<file path="config.mk">
export PLATFORM = sky130hd
export DESIGN_NAME = synapse_accumulator_flat
export DESIGN_NICKNAME = d
export VERILOG_FILES = /design/src/rtl/synapse_accumulator_if.sv /design/src/rtl/synapse_accumulator.sv /design/src/flat_wrapper.sv
export SDC_FILE = /design/constraint.sdc
export NUM_CORES = 1
export LEC_CHECK = 0
export CAP_MARGIN = 20
export CORE_MARGIN = 3
export CORE_UTILIZATION = 50
export DETAILED_ROUTE_END_ITERATION = 12
export HOLD_SLACK_MARGIN = 0.05
export PLACE_DENSITY = 0.74
export SLEW_MARGIN = 30
export SYNTH_ARGS = -nofsm -noshare
export SYNTH_HDL_FRONTEND = slang
export SYNTH_SLANG_ARGS = --single-unit
</file>
<file path="constraint.sdc">
create_clock -name clk -period 2.9 [get_ports clk]
set_input_delay 0.58 -clock clk [delete_from_list [all_inputs] [get_ports clk]]
set_output_delay 0.58 -clock clk [all_outputs]
set_load 0.02 [all_outputs]
</file>
<file path="src/rtl/synapse_accumulator_if.sv">
// Bus between a spike/weight source and the synapse accumulator stage.
// The master side drives the control, spike and weight-write signals; the slave returns the current sample and status.
interface synapse_accumulator_if #(
    parameter int N_INPUTS     = 8,
    parameter int WEIGHT_WIDTH = 8,
    parameter int OUT_WIDTH    = 8
);
    localparam int AW = $clog2(N_INPUTS);

    logic                           enable;
    logic                           tick;
    logic [N_INPUTS-1:0]            spikes_in;
    logic                           w_we;
    logic [AW-1:0]                  w_addr;
    logic signed [WEIGHT_WIDTH-1:0] w_data;
    logic [OUT_WIDTH-1:0]           i_current;
    logic                           i_valid;
    logic                           busy;
    logic                           tick_drop;

    modport master (
        output enable, tick, spikes_in, w_we, w_addr, w_data,
        input  i_current, i_valid, busy, tick_drop
    );

    modport slave (
        input  enable, tick, spikes_in, w_we, w_addr, w_data,
        output i_current, i_valid, busy, tick_drop
    );
endinterface

</file>
<file path="src/rtl/synapse_accumulator.sv">
// Serial synapse MAC for one LIF neuron: on each tick it scans the latched spike vector one input per clock.
// It then emits a saturated unsigned current sample with a one-cycle valid strobe.
module synapse_accumulator #(
    parameter int N_INPUTS     = 8,
    parameter int WEIGHT_WIDTH = 8,
    parameter int ACC_WIDTH    = 12,
    parameter int OUT_WIDTH    = 8
) (
    input  logic                  clk,
    input  logic                  rst_n,
    synapse_accumulator_if.slave  bus
);
    localparam int AW = $clog2(N_INPUTS);
    localparam logic [AW-1:0] IDX_LAST = AW'(N_INPUTS - 1);
    localparam logic signed [ACC_WIDTH-1:0] OUT_MAX = ACC_WIDTH'((1 << OUT_WIDTH) - 1);

    typedef enum logic [1:0] {IDLE, SCAN, EMIT} state_e;

    state_e                         state_q, state_d;
    logic [AW-1:0]                  idx_q, idx_d;
    logic signed [ACC_WIDTH-1:0]    acc_q, acc_d;
    logic [N_INPUTS-1:0]            spk_q, spk_d;
    logic [OUT_WIDTH-1:0]           cur_q, cur_d;
    logic                           valid_q, valid_d;
    logic                           busy_q, busy_d;
    logic                           drop_q, drop_d;
    logic signed [WEIGHT_WIDTH-1:0] w_q [N_INPUTS];
    logic signed [WEIGHT_WIDTH-1:0] w_d [N_INPUTS];
    logic signed [ACC_WIDTH-1:0]    w_ext;

    // The MAC reads the registered weight, so a write landing this cycle is only seen next cycle.
    assign w_ext = {{(ACC_WIDTH-WEIGHT_WIDTH){w_q[idx_q][WEIGHT_WIDTH-1]}}, w_q[idx_q]};

    always_comb begin
        state_d = state_q;
        idx_d   = idx_q;
        acc_d   = acc_q;
        spk_d   = spk_q;
        cur_d   = cur_q;
        valid_d = 1'b0;
        drop_d  = 1'b0;
        w_d     = w_q;

        if (bus.w_we && (int'(bus.w_addr) < N_INPUTS))
            w_d[bus.w_addr] = bus.w_data;

        if (!bus.enable) begin
            state_d = IDLE;
        end else begin
            case (state_q)
                IDLE: begin
                    if (bus.tick) begin
                        spk_d   = bus.spikes_in;
                        acc_d   = '0;
                        idx_d   = '0;
                        state_d = SCAN;
                    end
                end
                SCAN: begin
                    drop_d = bus.tick;
                    if (spk_q[idx_q])
                        acc_d = acc_q + w_ext;
                    if (idx_q == IDX_LAST)
                        state_d = EMIT;
                    else
                        idx_d = idx_q + 1'b1;
                end
                EMIT: begin
                    drop_d  = bus.tick;
                    valid_d = 1'b1;
                    state_d = IDLE;
                    if (acc_q[ACC_WIDTH-1])
                        cur_d = '0;
                    else if (acc_q > OUT_MAX)
                        cur_d = '1;
                    else
                        cur_d = acc_q[OUT_WIDTH-1:0];
                end
                default: state_d = IDLE;
            endcase
        end

        busy_d = (state_d != IDLE);
    end

    always_ff @(posedge clk or negedge rst_n) begin
        if (!rst_n) begin
            state_q <= IDLE;
            idx_q   <= '0;
            acc_q   <= '0;
            spk_q   <= '0;
            cur_q   <= '0;
            valid_q <= 1'b0;
            busy_q  <= 1'b0;
            drop_q  <= 1'b0;
            w_q     <= '{default: '0};
        end else begin
            state_q <= state_d;
            idx_q   <= idx_d;
            acc_q   <= acc_d;
            spk_q   <= spk_d;
            cur_q   <= cur_d;
            valid_q <= valid_d;
            busy_q  <= busy_d;
            drop_q  <= drop_d;
            w_q     <= w_d;
        end
    end

    assign bus.i_current = cur_q;
    assign bus.i_valid   = valid_q;
    assign bus.busy      = busy_q;
    assign bus.tick_drop = drop_q;
endmodule

</file>
<file path="src/flat_wrapper.sv">
// flat-port wrapper written by rule: the top's interface ports become plain ports
module synapse_accumulator_flat 
#(
    parameter int N_INPUTS     = 8,
    parameter int WEIGHT_WIDTH = 8,
    parameter int ACC_WIDTH    = 12,
    parameter int OUT_WIDTH    = 8
)
  (clk, rst_n, bus_enable, bus_tick, bus_spikes_in, bus_w_we, bus_w_addr, bus_w_data, bus_i_current, bus_i_valid, bus_busy, bus_tick_drop);
  synapse_accumulator_if #(.N_INPUTS(N_INPUTS), .WEIGHT_WIDTH(WEIGHT_WIDTH), .OUT_WIDTH(OUT_WIDTH)) bus_i ();
  input  logic clk;
  input  logic rst_n;
  input wire logic [$bits(bus_i.enable)-1:0] bus_enable;
  input wire logic [$bits(bus_i.tick)-1:0] bus_tick;
  input wire logic [$bits(bus_i.spikes_in)-1:0] bus_spikes_in;
  input wire logic [$bits(bus_i.w_we)-1:0] bus_w_we;
  input wire logic [$bits(bus_i.w_addr)-1:0] bus_w_addr;
  input wire logic [$bits(bus_i.w_data)-1:0] bus_w_data;
  output wire logic [$bits(bus_i.i_current)-1:0] bus_i_current;
  output wire logic [$bits(bus_i.i_valid)-1:0] bus_i_valid;
  output wire logic [$bits(bus_i.busy)-1:0] bus_busy;
  output wire logic [$bits(bus_i.tick_drop)-1:0] bus_tick_drop;
  assign bus_i.enable = bus_enable;
  assign bus_i.tick = bus_tick;
  assign bus_i.spikes_in = bus_spikes_in;
  assign bus_i.w_we = bus_w_we;
  assign bus_i.w_addr = bus_w_addr;
  assign bus_i.w_data = bus_w_data;
  assign bus_i_current = bus_i.i_current;
  assign bus_i_valid = bus_i.i_valid;
  assign bus_busy = bus_i.busy;
  assign bus_tick_drop = bus_i.tick_drop;
  synapse_accumulator #(.N_INPUTS(N_INPUTS), .WEIGHT_WIDTH(WEIGHT_WIDTH), .ACC_WIDTH(ACC_WIDTH), .OUT_WIDTH(OUT_WIDTH)) u_core (.clk(clk), .rst_n(rst_n), .bus(bus_i));
endmodule
</file>
## Word level (Yosys, flattened, before mapping)

Index checks and enable logic that the tools add are counted.

- Input port bits: 24
- Flip-flop bits (word level): 100
- Logic and storage cells: 64
- Output and inout bits: 11

- Add/subtract/negate cells: 2
- Muxes and demuxes: 24
- Equality and inequality tests: 6
- Bitwise logic cells: 2
- Reduce and logical (&&, ||, !) cells: 9
- Magnitude comparators: 5

Operator list:

| operator | number |
|---|---|
| bitwise mux 64 bit | 1 |
| 2-to-1 mux 8 bit | 5 |
| binary-select mux 8 bit (select 3 bit) | 1 |
| demux 8 bit (select 3 bit) | 1 |
| 2-to-1 mux 12 bit | 2 |
| case mux 12 bit (2 select lines) | 1 |
| adder 12 x 8 -> 12 bit | 1 |
| greater-than comparator 12 x 9 -> 1 bit (second input constant) | 1 |
| >= comparator 4 bit (second input constant) | 2 |
| NOT 3 -> 4 bit | 2 |
| AND reduction 4 bit | 2 |
| 2-to-1 mux 2 bit | 3 |
| 2-to-1 mux 3 bit | 2 |
| case mux 3 bit (2 select lines) | 1 |
| 2-to-1 mux 1 bit | 5 |
| < comparator 3 x 4 -> 1 bit (second input constant) | 1 |
| < comparator 4 x 1 -> 1 bit (second input constant) | 1 |
| != test 2 bit (second input constant) | 2 |
| case mux 2 bit (2 select lines) | 1 |
| nonzero test 2 bit | 2 |
| adder 3 x 1 -> 3 bit (second input constant) | 1 |
| binary-select mux 1 bit (select 3 bit) | 1 |
| == test 3 bit (second input constant) | 1 |
| AND reduction 3 bit | 1 |
| other kinds (7) | 7 |

## Depth between registers and ports, before layout

Gate-level depths: netlist of run 1.

- Depth in word-level cells: 7
- Mapped depth: 12

## Worst setup path before layout of run 1

No wires, ideal clock.

- Path type: register -> register
- Start point: register u_core.idx_q[0]
- End point: register u_core.acc_q[10]
- Required time: 2.779 ns
- Path buffers: 2
- Period minus slack after synthesis: 3.188 ns
- Cell stages (with the launch flop): 13
- Arrival time: 3.067 ns
- Path slack: -0.288 ns
- Path through: dfrtp_1 buf_6 buf_2 mux4_2 mux2_2 ha_1 fa_1 a21oi_1 o22ai_1 o21ai_0 o21ai_0 xor2_1 a22o_1

- Longest elaborated chain between the ends: 7
- Elaborated cells on any way between the ends: 11
- Those cells by class: add/sub: 1; eq/ne: 1; mux: 7; bitwise: 1; reduce/logical: 1

Ends and longest elaborated chain:

| element | line | RTL |
|---|---|---|
| start, declared | synapse_accumulator.sv:20 | `logic [AW-1:0] idx_q, idx_d;` |
| start signal, assigned | synapse_accumulator.sv:99 | `idx_q <= idx_d;` |
| NOT 3 -> 4 bit (implied by the code) | synapse_accumulator.sv:32 | `assign w_ext = {{(ACC_WIDTH-WEIGHT_WIDTH){w_q[idx_q][WEIGHT_WIDTH-1]}}, w_q[idx_q]};` |
| binary-select mux 8 bit (select 3 bit) | synapse_accumulator.sv:32 |  |
| 2-to-1 mux 8 bit (implied by the code) (2 in series) | synapse_accumulator.sv:32 |  |
| adder 12 x 8 -> 12 bit | synapse_accumulator.sv:62 | `acc_d = acc_q + w_ext;` |
| 2-to-1 mux 12 bit | synapse_accumulator.sv:61 | `if (spk_q[idx_q])` |
| case mux 12 bit (2 select lines) | synapse_accumulator.sv:50 | `case (state_q)` |
| end signal, assigned | synapse_accumulator.sv:90 | `acc_q <= '0;` |
| end signal, assigned | synapse_accumulator.sv:100 | `acc_q <= acc_d;` |
| end, declared | synapse_accumulator.sv:21 | `logic signed [ACC_WIDTH-1:0] acc_q, acc_d;` |

Parallel ways exist; a longest one is shown, timed or not. The select of a mux whose other input is x is not followed.
A chain may end at the register's enable or synchronous reset.

## Final worst setup path of run 1

- Start point: register u_core.idx_q[0]
- End point: register u_core.acc_q[8]

Same word-level chain as after synthesis.

==> results of run 1 <==
[state kept, by name (all words and copies together) (netlist names)]
name,count
u_core.state_q,2
u_core.w_q,64
u_core.bus.i_current,8
u_core.idx_q,3
u_core.bus.tick_drop,1
u_core.acc_q,12
u_core.bus.i_valid,1
u_core.bus.busy,1
u_core.spk_q,8
[Yosys cell counts, types with 2 or more instances]
cell type	count	area, um^2
nand3_1	5	25.02
a21boi_0	2	15.01
o22ai_1	2	12.51
nor3_2	3	30.03
nand2_1	33	123.9
buf_6	3	33.78
o31a_1	2	17.52
nor2_1	13	48.80
a21o_1	4	30.03
nand4b_1	3	26.28
o21ai_0	9	45.04
a21oi_1	8	40.04
buf_1	2	7.510
mux2_2	81	912.1
inv_1	8	30.03
dfrtp_1	100	2502
nor2b_1	2	12.51
xnor2_1	3	26.28
mux4_2	18	405.4
nor3b_2	2	25.02
clkbuf_1	6	22.52
ha_1	16	200.2
a22o_1	3	26.28
nand4_1	2	12.51
buf_2	4	20.02
xor2_1	6	52.55
o31ai_1	14	105.1
[report_power, final]
group          total [W]  internal [W]  switching [W]
Clock           0.000839      0.000325       0.000514
Sequential       0.00185       0.00167       0.000185
Combinational    0.00139      0.000756       0.000638
[worst max-delay path by stage]
stage	end	start	slack, ns	depth (start not counted)
finish	u_core.acc_q[8]	u_core.idx_q[0]	-0.03	11
floorplan	u_core.acc_q[8]	u_core.idx_q[0]	-0.008	12
detailed placement	u_core.acc_q[8]	u_core.idx_q[0]	-0.01	11
global placement	u_core.acc_q[10]	u_core.idx_q[0]	0.02	11
global route	u_core.acc_q[8]	u_core.idx_q[0]	-0.16	11
CTS	u_core.acc_q[10]	u_core.idx_q[0]	0.00002	11
[kinds of logic after synthesis]
group           Yosys count  share of synthesized area
mux                     101                     0.2725
flops                   100                     0.5051
simple gates             69                    0.06869
compound gates           50                    0.06819
buf+inv                  25                    0.02525
fa+ha+maj                17                    0.04444
xor+xnor                  9                    0.01591
[per-stage QoR]
| stage | power (W) | cell area (um^2) | setup TNS (ns) | utilization | hold WS (ns) |
|---|---|---|---|---|---|
| 6_report | 0.004086 | 5833 | -0.04323 | 0.6195 | 0.1292 |
| 5_1_grt | 0.004340 | 5833 | -0.4154 | 0.6195 | 0.1478 |
| 3_3_place_gp | 0.003165 | 5583 | 0 | 0.5930 | 0.4615 |
| 3_5_place_dp | 0.003221 | 5583 | -0.02749 | 0.5930 | 0.4667 |
| 4_1_cts | 0.004063 | 5781 | 0 | 0.6140 | 0.1304 |
| 2_1_floorplan | 0.002832 | 4987 | -0.01249 | - | 0.2844 |
[layer usage]
layer,share of wire,vias up
li1,-,1467
met1,0.45,1602
met2,0.51,36
met3,0.026,12
met4,0.010,0
met5,0,-
[what timing repair did]
action                     CTS  global route
gates resized for setup      1             9
pin swaps                    3             6
setup endpoints to repair    3             5
setup buffers                1             2
[worst register-to-register path, cell delays in order, from the launching register on]
cell and delay [ns]:
dfrtp_1 0.44, buf_12 0.16, mux4_2 0.49, mux2_4 0.30, ha_4 0.17, fa_2 0.35
a21oi_2 0.21, o22ai_2 0.12, o21ai_2 0.18, o21bai_1 0.11, xor2_1 0.14, a22o_1 0.18
[final cells by class]
cell class                 instances  area, um^2
clock inverter                     7       60.06
sequential                       100        2504
fill                             746        3582
tap                              129       161.4
clock buffer                       9       123.9
timing repair buffer              60       561.8
inverter                           9       33.78
multi-input combinational        246        2389
==> metrics.md, run 1 <==
| Metric | Value |
|---|---|
| Status | complete, but fails checks |
| Failing checks | negative setup slack |
| Final setup viols | 2 |
| Synthesis Warnings | 0 |
| Final period util | 1.011 |
| Layout cells sized above 1 | 0.3782 |
| Worst Path Required | ~3.2 ns |
| Most frequent cells in the layout | dfrtp_1 (99), mux2_2 (80), nand2_1 (33), clkdlybuf4s50_1 (33), buf_4 (24) |
| Netlist cell types | 44 |
| Commonest non-fill, non-tap cell in the layout | dfrtp_1 |
| Die Y | around 110 um |
| Dpl hpwl | 7013 um |
| Longest Clk Path Bufs | 2 |
| Placed cells | between 500 and 600 |
| Antenna Cells | 0 |
| Main synth FF type | dfrtp_1 |
| Crit path max fanout | 7 |
| Worst setup path class | flop to flop |
| First DRT Iteration DRCs | roughly 130 |
| Min Tclk post-route | 2.931 ns |
| Clock Pin Slew Worst Setup and Hold Paths | around 0.1 ns |
| Avg WL per Cell | approximately 17 um |
| Global-route wire length before repair | roughly 16000 um |
| Hold WC Path Type | primary input to async pin |
| CTS Buf Count | 9 |
| I/O pins | 35 |
| Port Buf Inserts | 34 |
| EDFF count, synth | 0 |
| Post-detailed-routing wire length | between 9000 and 10000 um |
| Hold_buf cts | 0 |
| Nets | approximately 470 |
| Die area | ~11000 um^2 |
| CORE AREA | approximately 9400 um^2 |
| H-tree Lvls | 3 |
| Vias in the first global route | around 3200 |
| Critical-path cell list | buf_12, mux4_2, mux2_4, ha_4, fa_2, a21oi_2, o22ai_2, o21ai_2, o21bai_1, xor2_1, a22o_1 |
| CP max-delay cell | mux4_2 |
| DR DRC count | 0 |
| Crit start category | flop |
| Pin count of the biggest net entering global routing | 49 |
| Initial core utilization | 0.5262 |
| Post-synthesis instance total | ~370 |
| FF-to-FF End | u_core.acc_q[8] |
| Final worst slack | -0.03070 ns |
| Setup Skew | between 0.01 and 0.015 ns |
| Via density | between 5 and 6 |
| Via count | between 3000 and 4000 |
| Fmax | ~0.34 GHz |
| Slew Limit Headroom | 0.6597 |
| RR Startpoint | u_core.idx_q[0] |
| Met2 Usage GRT | 0.3101 |
| Hold Violations, Final | 0 |
| Gr usage total | 0.1854 |
| Mean post-synth cell area | about 13 um^2 |
| Die span in x | ~110 um |
| Sequential area share after synthesis | 0.5051 |
| Flop-to-flop setup slack | -0.03 ns |
| CTS tree | yes |
| Worst Path Buf+Inv | 1 |
| Slew Limit Fails | 0 |
| Peak VDD IR | 0.3710 mV |
| Row count | 35 |
| Clock root buffer | clkbuf_8 |
| Worst path arrival time | 3.20 ns |
| Pwr dens | between 700 and 800 nW/um^2 |
| Met3 Track Usage GR | 0.03735 |
| Layer with the highest usage | met2 |
| Gr ovfl total | 0 |
| Worst r2r path cells | 11 |
| Clk_lat worst skew | around 0.37 ns |
| Worst-margin pin slew | around 0.5 ns |
| Nature of the critical path endpoint | flop |
| CTS Sinks | 100 |
| Worst slack at placement | -0.01399 ns |
| Pre-antenna DRT Iters | 4 |
| Leak | roughly 2.5 nW |
| Synth-to-layout area growth | 17.73% |
| Synthesized area | slightly below 5000 um^2 |
| Initial antenna violation count | 0 |
| ANT nets after route | 0 |
| Gpl congestion | 0.8222 |
| Synth Net Count | roughly 410 |
| Max incr delay on CP | just under 0.5 ns |
| Max-cap violation count | 0 |
| Non-Filler Instances | 560 |
| #FFs+latches synth | 100 |
| Unrepaired setup endpoints after global routing | true |
| Routing usage on met1 | 0.2479 |
| Ys async rst share | 1.000 |
| Delay-heaviest family, CP | compound AO/OA/AOI/OAI gates |
Power figures use the tool's default switching activity.
==> run 2, diff against run 1 <==
--- a/config.mk
+++ b/config.mk
@@ -10,7 +10,7 @@
 export CORE_UTILIZATION = 50
 export DETAILED_ROUTE_END_ITERATION = 12
 export HOLD_SLACK_MARGIN = 0.05
-export PLACE_DENSITY = 0.74
+export PLACE_DENSITY = 0.72
 export SLEW_MARGIN = 30
 export SYNTH_ARGS = -nofsm -noshare
 export SYNTH_HDL_FRONTEND = slang
==> constraint.sdc (replaced) <==
create_clock -name clk -period 3.2 [get_ports clk]
set_input_delay 0.64 -clock clk [delete_from_list [all_inputs] [get_ports clk]]
set_output_delay 0.64 -clock clk [all_outputs]
set_load 0.02 [all_outputs]
==> run 2 against run 1 <==
Effect of this change: the run now ends clean; total power fell by 11%; register-to-register slack improved by 0.24 ns; sequential power fell by 9%; cell count fell by 1.6%; core utilization fell by 1.2 points; clock skew fell by 0.0037 ns; highest routed layer unchanged.
==> metrics.md, run 2 (synthesis gave the netlist of run 1 again) <==
| Metric | Value |
|---|---|
| Met1 WL | 4207 um (-4.6%) |
| Largest reg by FF count | u_core.w_q |
| TNS Setup | 0 ns (+0.04323 ns) |
| Fill cells | 752 (+0.80%) |
| Crit start category | flop |
| Port Buf Inserts | 34 (unchanged) |
| Slew Limit Fails | 0 (unchanged) |
| Worst-margin pin slew | 0.6309 ns (+0.1217 ns) |
| Die area | 11140 um^2 (unchanged) |
| Met2 WL | 4603 um (-7.0%) |
| Fmax | 0.3348 GHz (-1.9%) |
| Min Tclk post-route | 2.987 ns (+0.05583 ns) |
| Layout cells sized above 1 | 0.3389 (-0.03933) |
| Hold WC Path Type | primary input to async pin |
| Final period util | 0.9333 (-0.07729) |
| Dpl hpwl | 6643 um (-5.3%) |
| Gr ovfl total | 0 (unchanged) |
| Hold Violations, Final | 0 (unchanged) |
| Nets | 458 (-1.9%) |
| Share of the core filled with cells | 0.6070 (-0.01249) |
| Hold_buf cts | 0 (unchanged) |
| Gr usage total | 0.1805 (-0.004959) |
| Post-DP Area | 5503 um^2 (-1.4%) |
| Row count | 35 (unchanged) |
| Via count | 3098 (-0.61%) |
| CORE AREA | 9415 um^2 (unchanged) |
| CTS Buf Count | 9 (unchanged) |
| Clk_lat worst skew | 0.36 ns (about the same) |
| CTS tree | yes |
| Nature of the critical path endpoint | flop |
| Avg WL per Cell | 16.96 um (-2.2%) |
| Crit path max fanout | 9 (+2) |
| Worst Path Required | 3.50 ns (+0.33 ns) |
| Pwr dens | 636.6 nW/um^2 (-9.1%) |
| Layout Cell Area excl Fill | 5715 um^2 (-2.0%) |
| Leak | 2.450 nW (-1.8%) |
| Initial core utilization | 0.5262 (unchanged) |
| I/O pins | 35 (unchanged) |
| Setup Skew | 0.007771 ns (-0.003683 ns) |
| Die Y | 105.5 um (unchanged) |
| Pin count of the biggest net entering global routing | 63 (+29%) |
| DR top layer | met4 |
| Met3 wire len | 386 um (+51%) |
| Largest regs | u_core.w_q x64, u_core.acc_q x12 |
| Gpl congestion | 0.8324 (+1.2%) |
| Post-detailed-routing wire length | 9347 um (-3.8%) |
| Longest Clk Path Bufs | 2 (unchanged) |
| H-tree Lvls | 3 (unchanged) |
| Worst path arrival time | 3.29 ns (+0.09 ns) |
| Clock Pin Slew Worst Setup and Hold Paths | 0.09 ns (about the same) |
| Unrepaired setup endpoints after global routing | false |
| Post-cts sizing count | 0 (-1) |
| Worst setup path class | flop to flop |
| Pre-antenna DRT Iters | 4 (unchanged) |
| Antenna Cells | 0 (unchanged) |
| ANT nets after route | 0 (unchanged) |
| CTS Sinks | 100 (unchanged) |
| DR DRC count | 0 (unchanged) |
| Global-route wire length before repair | 15850 um (-2.3%) |
| Postcts setup bufs | 0 (-1) |
| Most frequent cells in the layout | dfrtp_1 (98), mux2_2 (81), nand2_1 (33), clkdlybuf4s50_1 (33), mux4_2 (18) |
| Final setup viols | 0 (-2) |
| Max reg flops | 64 (unchanged) |
| Peak VDD IR | 0.3822 mV (+3.0%) |
| Slew Limit Headroom | 0.5772 (-0.08253) |
| Initial antenna violation count | 0 (unchanged) |
| Via density | 5.623 (+1.0%) |
| Max-cap violation count | 0 (unchanged) |
| Synth-to-layout area growth | 15.35% |
| Die span in x | 105.5 um (unchanged) |
| Status | completed |
| Clock root buffer | clkbuf_8 |
| First DRT Iteration DRCs | 141 (+10%) |
| Commonest non-fill, non-tap cell in the layout | dfrtp_1 |
| Vias in the first global route | 3152 (-3.0%) |
## run 2: cell types whose count changed in the layout (fill, tap and decap cells not counted), moves of 2 or more
cell      change
buf_4         -8
a21oi_1       +4
a21oi_2       -4
clkbuf_1      +2
clkinv_4      -2
inv_6         +2
inv_8         -2
## run 2: critical path: stages (launching register included)
cell     delay [ns]
dfrtp_2        0.51
mux4_2         0.57
mux2i_4        0.23
inv_1          0.13
ha_1           0.37
a21oi_1        0.20
o22ai_1        0.10
o21a_1         0.19
o31a_1         0.27
o31a_1         0.30
nand2_1        0.06
## run 2: per-layer routing
layer  up-vias  global-route usage
li1       1451                   -
met3        14             0.04287
met4         0             0.05643
met5         -                   0
met1      1575              0.2395
met2        58              0.2955
## run 2: worst paths after layout
check / start / depth (start not counted) / slack, ns / end
worst max-delay path: u_core.idx_q[1] / 10 / 0.21 / u_core.acc_q[11]
worst min-delay path: rst_n / 1 / 0.25 / u_core.bus.i_current[5]
worst max register to register: u_core.idx_q[1] / 10 / 0.21 / u_core.acc_q[11]
worst min register to register: u_core.bus.i_current[6] / 2 / 0.48 / u_core.bus.i_current[6]
max in group asynchronous: rst_n / 2 / 2.24 / u_core.idx_q[1]
min in group clk: u_core.bus.i_current[6] / 2 / 0.48 / u_core.bus.i_current[6]
## run 2: final cells by class
cell class	count	area [um^2]	area share
clock inverters	4	55.05	0.009632
repair buffers	51	481.7	0.08428
flip-flops and latches	100	2505	0.4383
clock buffers	12	145.1	0.02539
inverters	9	33.78	0.005911
multi-input cells	246	2333	0.4083
well taps	129	161.4	0.02824
## run 2: report_power, final
group | internal, W | total, W | leakage (nW) | switching (W)
Clock | 0.000390 | 0.000813 | 0.0976 | 0.000423
Combinational | 0.000617 | 0.00115 | 1.11 | 0.000529
Sequential | 0.00151 | 0.00168 | 1.24 | 0.000169
## run 2: through the flow
step                total power (W)  hold WS [ns]  worst slack [ns]  std cells
floorplan                  0.002542        0.3444           0.01246        371
global placement           0.002799        0.4581            0.1812        535
detailed placement         0.002843        0.4717            0.1561        535
CTS                        0.003665        0.2466           0.09646        551
global route               0.003889        0.2668           0.01716        551
finish                     0.003639        0.2474            0.2135        551
==> RTL edit (settings of run 1) <==
`WEIGHT_WIDTH` is set to 8 in 3 places; all go to 6.
--- a/src/rtl/synapse_accumulator_if.sv
+++ b/src/rtl/synapse_accumulator_if.sv
@@ -2,7 +2,7 @@
 // The master side drives the control, spike and weight-write signals; the slave returns the current sample and status.
 interface synapse_accumulator_if #(
     parameter int N_INPUTS     = 8,
-    parameter int WEIGHT_WIDTH = 8,
+    parameter int WEIGHT_WIDTH = 6,
     parameter int OUT_WIDTH    = 8
 );
     localparam int AW = $clog2(N_INPUTS);
--- a/src/rtl/synapse_accumulator.sv
+++ b/src/rtl/synapse_accumulator.sv
@@ -2,7 +2,7 @@
 // It then emits a saturated unsigned current sample with a one-cycle valid strobe.
 module synapse_accumulator #(
     parameter int N_INPUTS     = 8,
-    parameter int WEIGHT_WIDTH = 8,
+    parameter int WEIGHT_WIDTH = 6,
     parameter int ACC_WIDTH    = 12,
     parameter int OUT_WIDTH    = 8
 ) (
--- a/src/flat_wrapper.sv
+++ b/src/flat_wrapper.sv
@@ -2,7 +2,7 @@
 module synapse_accumulator_flat 
 #(
     parameter int N_INPUTS     = 8,
-    parameter int WEIGHT_WIDTH = 8,
+    parameter int WEIGHT_WIDTH = 6,
     parameter int ACC_WIDTH    = 12,
     parameter int OUT_WIDTH    = 8
 )
Ports: changed (resized bus_w_data); port bits go from 35 to 33. No check against the original RTL was run, so the function may have changed too.
==> RTL edit against run 1 <==
Worst setup slack improved by 0.039 ns. Clock skew fell by 0.0019 ns. Total power fell by 6.0%. Cell count fell by 10%. Non-clock buffer count fell by 2. Utilization rose by 2.7 points. Routed wire length fell by 15%. Sequential share of layout area fell by 2.1 points. Sequential cell count fell by 16. Hold slack improved by 0.14 ns. Area after synthesis fell by 14%. Design area fell by 12%.
==> RTL edit: results (changes against run 1) <==
Post-Syn Instances -> 342 (was 371)
Met1 WL -> 3.81 mm (was 4.41 mm)
Post-place instance area -> 4850 um2 (was 5580 um2)
Placed Cells -> 486 (was 541)
Post-synthesis register bit count -> 84 (was 100)
Non-CTS buffers -> 58 (was 60)
DP Wirelength -> 5.74 mm (was 7.01 mm)
GR Util All Layers -> 0.180 (was 0.185)
Multi-input logic area -> 2100 um2 (was 2390 um2)
R2R setup slack -> 0.008 ns (was -0.03 ns)
First-pass GRT wire length -> 13.8 mm (was 16.2 mm)
Compound-Gate Fraction of Synth Area -> 0.0775 (was 0.0682)
Worst Skew -> 0.00958 ns (was 0.0115 ns)
Proportion of synthesized area in mux cells -> 0.239 (was 0.272)
Status -> complete, no violations (was finished with violations)
Final Core Density -> 0.647 (was 0.620)
Detailed Route Iter0 Violations -> 79 (was 128)
Layout cell share with drive strength beyond 1 -> 0.222 (was 0.378)
Met3 wire length -> 231 um (was 255 um)
Post-Synth Adder-Cell Area -> 0.0519 (was 0.0444)
Met2 wire length -> 4.12 mm (was 4.95 mm)
Postcts setup bufs -> 2 (was 1)
Part of the Yosys area used for sequential elements -> 0.495 (was 0.505)
Vias in the first global route -> 2838 (was 3248)
Die Wd -> 98.2 um (was 106 um)
Crit path max fanout -> 4 (was 7)
## RTL edit: changes by cell type in the layout (fill, tap and decap cells not counted), sizes merged, moves of 3 or more
cell	delta
o22ai	+3
nand2	-6
dfrtp	-16
nand3	+6
o31ai	-6
mux2	-19
clkinv	-3
mux4	-6
inv	+10
a22o	-3
## RTL edit: path summary, 6_finish.rpt
path                                           end  depth (start not counted)               startpoint
min in group clk           u_core.bus.i_current[1]                          2  u_core.bus.i_current[1]
min                                u_core.acc_q[1]                          1                    rst_n
min reg2reg                u_core.bus.i_current[1]                          2  u_core.bus.i_current[1]
max reg2reg                       u_core.acc_q[10]                         10          u_core.idx_q[0]
max in group asynchronous          u_core.idx_q[1]                          1                    rst_n
max                               u_core.acc_q[10]                         10          u_core.idx_q[0]
